**config.mk**
```make
export PLATFORM = sky130hd
export DESIGN_NAME = mario_vertical_motion_flat
export DESIGN_NICKNAME = d
export VERILOG_FILES = /design/src/rtl/mario_vertical_motion_pkg.sv /design/src/rtl/mario_vertical_motion_if.sv /design/src/rtl/mario_vertical_motion.sv /design/src/flat_wrapper.sv
export SDC_FILE = /design/constraint.sdc
export NUM_CORES = 1
export LEC_CHECK = 0
export ABC_AREA = 1
export CORE_ASPECT_RATIO = 0.8
export CORE_UTILIZATION = 30
export CTS_CLUSTER_DIAMETER = 40
export DETAILED_ROUTE_END_ITERATION = 10
export PLACE_DENSITY = 0.5
export REMOVE_ABC_BUFFERS = 1
export SETUP_SLACK_MARGIN = 0.05
export SLEW_MARGIN = 20
export SYNTH_ARGS = -nofsm -noshare
export SYNTH_HDL_FRONTEND = slang
export SYNTH_SLANG_ARGS = --single-unit
```
**constraint.sdc**
```tcl
create_clock -name clk -period 2.98 [get_ports clk]
set_input_delay 0.298 -clock clk [delete_from_list [all_inputs] [get_ports clk]]
set_output_delay 0.298 -clock clk [all_outputs]
set_load 0.1 [all_outputs]
```
**src/rtl/mario_vertical_motion_pkg.sv**
```systemverilog
// Shared definitions for Mario's vertical motion: FSM state type and the
// default screen/motion constants also used by the renderer and collision logic.
package mario_vertical_motion_pkg;

  localparam int unsigned DEF_Y_W         = 10;
  localparam int unsigned DEF_HOLD_W      = 7;
  localparam int unsigned DEF_GROUND_Y    = 400;
  localparam int unsigned DEF_Y_MIN       = 64;
  localparam int unsigned DEF_RISE_STEP   = 3;
  localparam int unsigned DEF_MAX_HOLD    = 120;
  localparam int unsigned DEF_APEX_FRAMES = 4;
  localparam int unsigned DEF_V_MAX       = 6;

  typedef enum logic [1:0] {
    ST_IDLE   = 2'd0,
    ST_ASCEND = 2'd1,
    ST_APEX   = 2'd2,
    ST_FALL   = 2'd3
  } motion_state_t;

  // Bits needed to hold values 0..max_val (at least one bit).
  function automatic int unsigned cnt_w(int unsigned max_val);
    return (max_val < 2) ? 1 : $clog2(max_val + 1);
  endfunction

endpackage

```
**src/rtl/mario_vertical_motion_if.sv**
```systemverilog
// Jump request handshake between the button-hold measurement logic (master)
// and the vertical motion block (slave).
interface mario_vertical_motion_if
  import mario_vertical_motion_pkg::*;
#(
  parameter int unsigned HOLD_W = DEF_HOLD_W
) ();

  logic              jump_req;
  logic [HOLD_W-1:0] jump_frames;
  logic              jump_ack;

  modport master (output jump_req, output jump_frames, input jump_ack);
  modport slave  (input jump_req, input jump_frames, output jump_ack);

endinterface

```
**src/rtl/mario_vertical_motion.sv**
```systemverilog
// Mario vertical trajectory: takes an accepted jump request and produces
// ascent, apex hang and gravity fall back to the ground row. Motion advances
// on frame_tick only; all outputs are registered.
module mario_vertical_motion
  import mario_vertical_motion_pkg::*;
#(
  parameter int unsigned Y_W         = DEF_Y_W,
  parameter int unsigned HOLD_W      = DEF_HOLD_W,
  parameter int unsigned GROUND_Y    = DEF_GROUND_Y,
  parameter int unsigned Y_MIN       = DEF_Y_MIN,
  parameter int unsigned RISE_STEP   = DEF_RISE_STEP,
  parameter int unsigned MAX_HOLD    = DEF_MAX_HOLD,
  parameter int unsigned APEX_FRAMES = DEF_APEX_FRAMES,
  parameter int unsigned V_MAX       = DEF_V_MAX
) (
  input  logic                    clk,
  input  logic                    rst,
  input  logic                    frame_tick,
  mario_vertical_motion_if.slave  jmp,
  output logic [Y_W-1:0]          y_pos,
  output logic                    airborne,
  output logic                    land_pulse
);

  localparam int unsigned VEL_W = cnt_w(V_MAX);
  localparam int unsigned APX_W = cnt_w(APEX_FRAMES);

  typedef logic [Y_W-1:0]    y_t;
  typedef logic [Y_W:0]      ext_t;
  typedef logic [HOLD_W-1:0] hold_t;
  typedef logic [VEL_W-1:0]  vel_t;
  typedef logic [APX_W-1:0]  apx_t;

  motion_state_t state;
  hold_t         rise_cnt;
  apx_t          apex_cnt;
  vel_t          vel;

  ext_t  y_ext;
  vel_t  vel_next;
  ext_t  fall_sum;
  logic  at_ceiling;
  y_t    rise_y;
  hold_t hold_clamped;

  // Next-step arithmetic, one bit wider than y_pos so compares cannot wrap.
  always_comb begin
    y_ext        = {1'b0, y_pos};
    vel_next     = (vel >= vel_t'(V_MAX)) ? vel_t'(V_MAX) : vel + 1'b1;
    fall_sum     = y_ext + ext_t'(vel_next);
    at_ceiling   = (y_ext <= ext_t'(Y_MIN + RISE_STEP));
    rise_y       = y_pos - y_t'(RISE_STEP);
    hold_clamped = (jmp.jump_frames > hold_t'(MAX_HOLD)) ? hold_t'(MAX_HOLD)
                                                         : jmp.jump_frames;
  end

  // Trajectory FSM with registered outputs; jump requests are only seen in IDLE.
  always_ff @(posedge clk or posedge rst) begin
    if (rst) begin
      state        <= ST_IDLE;
      y_pos        <= y_t'(GROUND_Y);
      vel          <= '0;
      rise_cnt     <= '0;
      apex_cnt     <= '0;
      airborne     <= 1'b0;
      jmp.jump_ack <= 1'b0;
      land_pulse   <= 1'b0;
    end else begin
      jmp.jump_ack <= 1'b0;
      land_pulse   <= 1'b0;
      case (state)
        ST_IDLE: begin
          if (jmp.jump_req && (jmp.jump_frames != '0)) begin
            rise_cnt     <= hold_clamped;
            jmp.jump_ack <= 1'b1;
            airborne     <= 1'b1;
            state        <= ST_ASCEND;
          end
        end
        ST_ASCEND: begin
          if (frame_tick) begin
            if (at_ceiling) begin
              y_pos    <= y_t'(Y_MIN);
              rise_cnt <= '0;
              apex_cnt <= apx_t'(APEX_FRAMES);
              state    <= ST_APEX;
            end else begin
              y_pos    <= rise_y;
              rise_cnt <= rise_cnt - 1'b1;
              if (rise_cnt <= hold_t'(1)) begin
                apex_cnt <= apx_t'(APEX_FRAMES);
                state    <= ST_APEX;
              end
            end
          end
        end
        ST_APEX: begin
          if (frame_tick) begin
            if (apex_cnt <= apx_t'(1)) begin
              apex_cnt <= '0;
              vel      <= '0;
              state    <= ST_FALL;
            end else begin
              apex_cnt <= apex_cnt - 1'b1;
            end
          end
        end
        ST_FALL: begin
          if (frame_tick) begin
            if (fall_sum >= ext_t'(GROUND_Y)) begin
              y_pos      <= y_t'(GROUND_Y);
              vel        <= '0;
              land_pulse <= 1'b1;
              airborne   <= 1'b0;
              state      <= ST_IDLE;
            end else begin
              y_pos <= fall_sum[Y_W-1:0];
              vel   <= vel_next;
            end
          end
        end
        default: state <= ST_IDLE;
      endcase
    end
  end

endmodule

```
**src/flat_wrapper.sv**
```systemverilog
// flat-port wrapper written by rule: the top's interface ports become plain ports
module mario_vertical_motion_flat import mario_vertical_motion_pkg::*;
#(
  parameter int unsigned Y_W         = DEF_Y_W,
  parameter int unsigned HOLD_W      = DEF_HOLD_W,
  parameter int unsigned GROUND_Y    = DEF_GROUND_Y,
  parameter int unsigned Y_MIN       = DEF_Y_MIN,
  parameter int unsigned RISE_STEP   = DEF_RISE_STEP,
  parameter int unsigned MAX_HOLD    = DEF_MAX_HOLD,
  parameter int unsigned APEX_FRAMES = DEF_APEX_FRAMES,
  parameter int unsigned V_MAX       = DEF_V_MAX
)
  (clk, rst, frame_tick, y_pos, airborne, land_pulse, jmp_jump_req, jmp_jump_frames, jmp_jump_ack);
  mario_vertical_motion_if #(.HOLD_W(HOLD_W)) jmp_i ();
  input  logic clk;
  input  logic rst;
  input  logic frame_tick;
  output logic [Y_W-1:0] y_pos;
  output logic airborne;
  output logic land_pulse;
  input wire logic [$bits(jmp_i.jump_req)-1:0] jmp_jump_req;
  input wire logic [$bits(jmp_i.jump_frames)-1:0] jmp_jump_frames;
  output wire logic [$bits(jmp_i.jump_ack)-1:0] jmp_jump_ack;
  assign jmp_i.jump_req = jmp_jump_req;
  assign jmp_i.jump_frames = jmp_jump_frames;
  assign jmp_jump_ack = jmp_i.jump_ack;
  mario_vertical_motion #(.Y_W(Y_W), .HOLD_W(HOLD_W), .GROUND_Y(GROUND_Y), .Y_MIN(Y_MIN), .RISE_STEP(RISE_STEP), .MAX_HOLD(MAX_HOLD), .APEX_FRAMES(APEX_FRAMES), .V_MAX(V_MAX)) u_core (.clk(clk), .rst(rst), .frame_tick(frame_tick), .jmp(jmp_i), .y_pos(y_pos), .airborne(airborne), .land_pulse(land_pulse));
endmodule
```
# == Word-level counts from Yosys, hierarchy flattened ==
# Cells that the tools add are included.
# word_totals
reg_bits,28
input_bits,11
out_inout_bits,13
# classes
n_addsub,5
order_cmp,6
eq_ne,10
muxes,40
reduce_logical,14
# op_table
op,n
2-to-1 mux 10 bit,4
2-to-1 mux 3 bit,10
2-to-1 mux 7 bit,4
one-hot mux 10 bit (2 select lines),1
2-to-1 mux 2 bit,8
one-hot mux 7 bit (2 select lines),1
one-hot mux 3 bit (2 select lines),2
AND reduction 4 bit,3
adder 10 x 3 -> 11 bit,1
"greater-or-equal comparator 11 x 9 -> 1 bit, second input constant",1
"<= comparator 10 x 7 -> 1 bit, second input constant",1
nonzero test 2 bit,5
"subtractor 10 x 2 -> 10 bit, second input constant",1
2-to-1 mux 1 bit,8
one-hot mux 2 bit (4 select lines),1
"greater-than comparator 7 bit, second input constant",1
"<= comparator 7 x 1 -> 1 bit, second input constant",1
AND reduction 7 bit,1
nonzero test 7 bit,1
"subtractor 7 x 1 -> 7 bit, second input constant",1
"!= test 2 x 1 -> 1 bit, second input constant",3
"!= test 2 bit, second input constant",3
AND reduction 3 bit,2
"== test 2 bit, second input constant",2
other kinds (9),9

# == Depth between registers and ports, before layout ==
# logic_depth
depth_word,7
mapped_depth,21
ltp_nobuf,21

# == Worst setup path after synthesis ==
# OpenSTA, ideal clock, no wires.
# synth_path
kind,register to register
from,register u_core.y_pos[0]
to,register u_core.state[0]
setup_ps,117
t_arrival_ps,2585
required_time_ps,2863
path_slack_ps,279
path_stages_with_launch,16
path_cell_list,dfrtp_1 > ha_1 > inv_1 > fa_1 > inv_1 > nand3_1 > nand2_1 > nand2_1 > nand2_1 > nand2_1 > nor2_1 > nand2_2 > nand3_2 > nand2_1 > nand2_1 > nand2_1
# synth_via
elab_chain_len,4
elab_cells_between_ends,9
classes_between,add/sub: 1; order compare: 2; eq/ne: 2; mux: 3; reduce/logical: 1
# synth_rtl
element,line_no,source
from (decl),mario_vertical_motion.sv:20,"output logic [Y_W-1:0] y_pos,"
from (signal assigned),mario_vertical_motion.sv:61,y_pos <= y_t'(GROUND_Y);
from (signal assigned),mario_vertical_motion.sv:83,y_pos <= y_t'(Y_MIN);
from (signal assigned),mario_vertical_motion.sv:88,y_pos <= rise_y;
adder 10 x 3 -> 11 bit / <= comparator 10 x 7 -> 1 bit (equally long branches),"mario_vertical_motion.sv:50, mario_vertical_motion.sv:51",
greater-or-equal comparator 11 x 9 -> 1 bit / 2-to-1 mux 2 bit (equally long branches),"mario_vertical_motion.sv:110, mario_vertical_motion.sv:82",
!= test 2 x 1 -> 1 bit (no source line) / 2-to-1 mux 2 bit (equally long branches),--,
AND reduction 7 bit (no source line) / one-hot mux 2 bit (4 select lines) (equally long branches),--,
to (signal assigned),mario_vertical_motion.sv:60,state <= ST_IDLE;
to (signal assigned),mario_vertical_motion.sv:115,state <= ST_IDLE;
to (signal assigned),mario_vertical_motion.sv:122,default: state <= ST_IDLE;
to (decl),mario_vertical_motion.sv:34,motion_state_t state;
# Several ways; a longest one is shown, not always the timed one. The select of a mux whose other input is x is not followed.
# A chain may end at the register's enable or synchronous reset.

# == Worst setup path in the final report ==
# layout_path
from,register u_core.vel[0]
to,register u_core.state[1]
# layout_via
elab_chain_len,6
elab_cells_between_ends,7
classes_between,add/sub: 2; order compare: 2; eq/ne: 1; mux: 1; reduce/logical: 1
# layout_rtl
element,line_no,source
from (decl),mario_vertical_motion.sv:37,vel_t vel;
from (signal assigned),mario_vertical_motion.sv:118,vel <= vel_next;
adder 3 x 1 -> 3 bit / greater-or-equal comparator 3 bit (equally long branches),mario_vertical_motion.sv:49,vel_next = (vel >= vel_t'(V_MAX)) ? vel_t'(V_MAX) : vel + 1'b1;
2-to-1 mux 3 bit (*),mario_vertical_motion.sv:49,
adder 10 x 3 -> 11 bit (*),mario_vertical_motion.sv:50,fall_sum = y_ext + ext_t'(vel_next);
greater-or-equal comparator 11 x 9 -> 1 bit (*),mario_vertical_motion.sv:110,if (fall_sum >= ext_t'(GROUND_Y)) begin
!= test 2 x 1 -> 1 bit (no source line) (*),--,
AND reduction 7 bit (no source line) (*),--,
# Every way passes the cells marked *; elsewhere a longest branch is shown, timed or not.

==> flow_metrics.tcl <==
set metrics [dict create \
    setup_ws_ns 0.254 \
    fin_area_sq_mm 0.00257 \
    htree_levels 1 \
    synth_cell_types 28 \
    fin_crit_ns 2.73 \
    gp_congestion 0.831 \
    global_route.usage.total 0.141 \
    rsz0062_at_grt "true" \
    num_io_pins 24 \
    cts.path.max_buffers 2 \
    grt_max_degree 24 \
    max_freq_mhz 367 \
    cts_sinks 28 \
    hpwl_um 4190 \
    area_growth_syn_to_layout_pct 16.7 \
    antenna_found_initial 0 \
    min_path_type "in -> async" \
    worstRegToRegCells 20 \
    post_drt_via_cell_ratio 4.63 \
    hold_viol_final 0 \
    critPathLaunchType "flop" \
    die_area_sq_mm 0.00770 \
    portBuffers 23 \
    drt_iter0_markers 120 \
    synth_top_area_share 0.284 \
    worstPathRequired_ns 3.16 \
    grt_overflow_total 0 \
    dieHeight_um 78.7 \
    wl_um 5410 \
    drt.antenna.violating_nets 0 \
    num_vias 2028 \
    synth_area_sq_mm 0.00221 \
    synth_seq_cells 28 \
    final-setup-viol-count 0 \
    dpl-instance-area_sq_mm 0.00248 \
    placed_cells 431 \
    cts_root_buf "clkbuf_8" \
    finalMaxSlewViolations 0 \
    die_x_um 97.9 \
    fin_cells 438 \
    post_drt_wl_per_cell_um 12.4 \
    path_class "reg -> reg" \
    rr_startpoint "u_core.vel[0]$_DFFE_PP0P_" \
    synthTopCellsByArea "dfrtp_1 28%, nand2_1 14%, inv_1 8.5%" \
    relSlewSlack 0.644 \
    worst_skew_pair.late_latency_ns 0.28 \
    cts_tree "yes" \
    cap_violations 0 \
    clk_pin_slew_ns 0.10 \
    rows 27 \
    first_global_vias 1792 \
    arrival_ns 2.91 \
    grt_pass1_wl_um 8830 \
    worstMarginPinSlew_ns 0.534 \
    yosys_warnings 0 \
    start_util 0.315 \
    rr_endpoint "u_core.state[1]$_DFFE_PP0P_" \
    crit_fanout 7 \
    violations "design-rule violations" \
    cts_hold_buf 0 \
    antenna_cells 0 \
    core_sq_mm 0.00699 \
    status "finished, violations left" \
    drive_gt1_frac 0.105 \
    cts_buffers 3 \
    drc 1 \
    pre_cts_ws_ns 0.149 \
    synth_cells 327 \
    nets 378 \
    synth_top_area_cell "dfrtp_1" \
    avgSynthCellArea_sq_um 6.75 \
    worstSetupEndpointType "flop" \
    ys_seq_area_frac 0.319 \
    r2r_slack_ns 0.25 \
    fin_crit_sh 0.915 \
    clock_skew_ns 0.00898 \
    first_pass_iters 7 \
]
==> worst max-delay path, cell delays in order (launching register included) <==
cell     delay (ns)
dfrtp_1        0.38
inv_1          0.07
ha_1           0.19
inv_1          0.06
a21oi_1        0.07
nor2_1         0.16
ha_2           0.20
inv_1          0.06
fa_2           0.35
inv_1          0.08
nand3_1        0.10
nand2_2        0.12
nand2_1        0.05
nand2_1        0.05
nand2_1        0.08
nor2_2         0.14
nand2_2        0.14
nand3_4        0.12
nand2_1        0.08
nand2_1        0.06
nand2_1        0.04
==> state kept, by name, summed over array words and instances (netlist names) <==
name	count
u_core.y_pos	10
u_core.jmp.jump_ack	1
u_core.state	2
u_core.land_pulse	1
u_core.rise_cnt	7
u_core.apex_cnt	3
u_core.vel	3
u_core.airborne	1
==> layout make-up <==
cell class | count | area, sq um
Inverter | 51 | 191
Sequential cell | 28 | 704
Timing Repair Buffer | 27 | 228
Clock buffer | 4 | 55.1
Fill cell | 757 | 4420
Tap cell | 87 | 109
Multi-Input combinational cell | 241 | 1290
==> cells by family (layout without fill, tap and decap cells) <==
kind of cell    Yosys count  in the layout  synth area share
compound gates           45             45             0.108
xor+xnor                 14             14            0.0556
fa+ha+maj                15             15            0.0885
buf+inv                  59             82             0.108
flops                    28             28             0.319
simple gates            166            167             0.321
==> stage by stage <==
stage           TNS, ns  hold slack, ns  utilization
5_1_grt        -0.00605           0.236        0.368
3_3_place_gp          0           0.469        0.355
6_report              0           0.218        0.368
2_1_floorplan         0           0.361            -
3_5_place_dp          0           0.482        0.355
4_1_cts               0           0.215        0.363
==> metal layers <==
metal | track usage | part of all wire | vias up
met5 | 0 | 0 | -
met1 | 0.216 | 0.55 | 914
met2 | 0.209 | 0.42 | 25
met3 | 0.0246 | 0.024 | 2
met4 | 0.0182 | 0.0035 | 0
li1 | - | - | 1087
==> worst max path at each step <==
stage	startpoint	end
final	u_core.vel[0]$_DFFE_PP0P_	u_core.state[1]$_DFFE_PP0P_
after global routing	u_core.vel[0]$_DFFE_PP0P_	u_core.airborne$_DFFE_PP0P_
after CTS	u_core.vel[0]$_DFFE_PP0P_	u_core.state[1]$_DFFE_PP0P_
after detailed placement	u_core.vel[0]$_DFFE_PP0P_	u_core.state[1]$_DFFE_PP0P_
after global placement	u_core.vel[0]$_DFFE_PP0P_	u_core.state[1]$_DFFE_PP0P_
after floorplan	u_core.y_pos[0]$_DFFE_PP0P_	u_core.state[0]$_DFFE_PP0P_
==> repair_timing <==
item                                    CTS  global route
buffers inserted                          0             2
endpoints found under the setup margin    0            16
gates resized for setup                   0             6
==> cell usage after synthesis, drive strengths merged <==
cell type   n
nor4        1
dfrtp      25
nor2       42
ha         14
nor3        2
a21oi      16
o211ai      1
xor2       11
o22ai       6
nand3      24
xnor2       3
nand4      10
fa          1
buf         6
nand2      87
o21ai      20
a31oi       2
dfstp       3
clkbuf      2
inv        51
==> layout by cell type (no fill, tap or decap), types with 2 or more instances in the layout <==
cell type        Yosys  layout
a31oi_1              2       2
nand3_1             23      23
nor3_1               2       2
nand4_1             10      10
ha_1                14      13
dfrtp_1             25      25
nand2_2              3       5
clkbuf_8             0       4
o21ai_0             19      19
buf_4                1      17
nor2_2               2       3
o22ai_1              6       6
a21oi_1             16      16
xor2_1              11      11
xnor2_1              3       3
dfstp_2              3       3
nand2_1             84      83
clkdlybuf4s50_1      0      10
inv_1               50      50
nor2_1              39      38
Power is not shown: default switching activity piles up to over one toggle a cycle in this logic, so the estimate is an artifact.
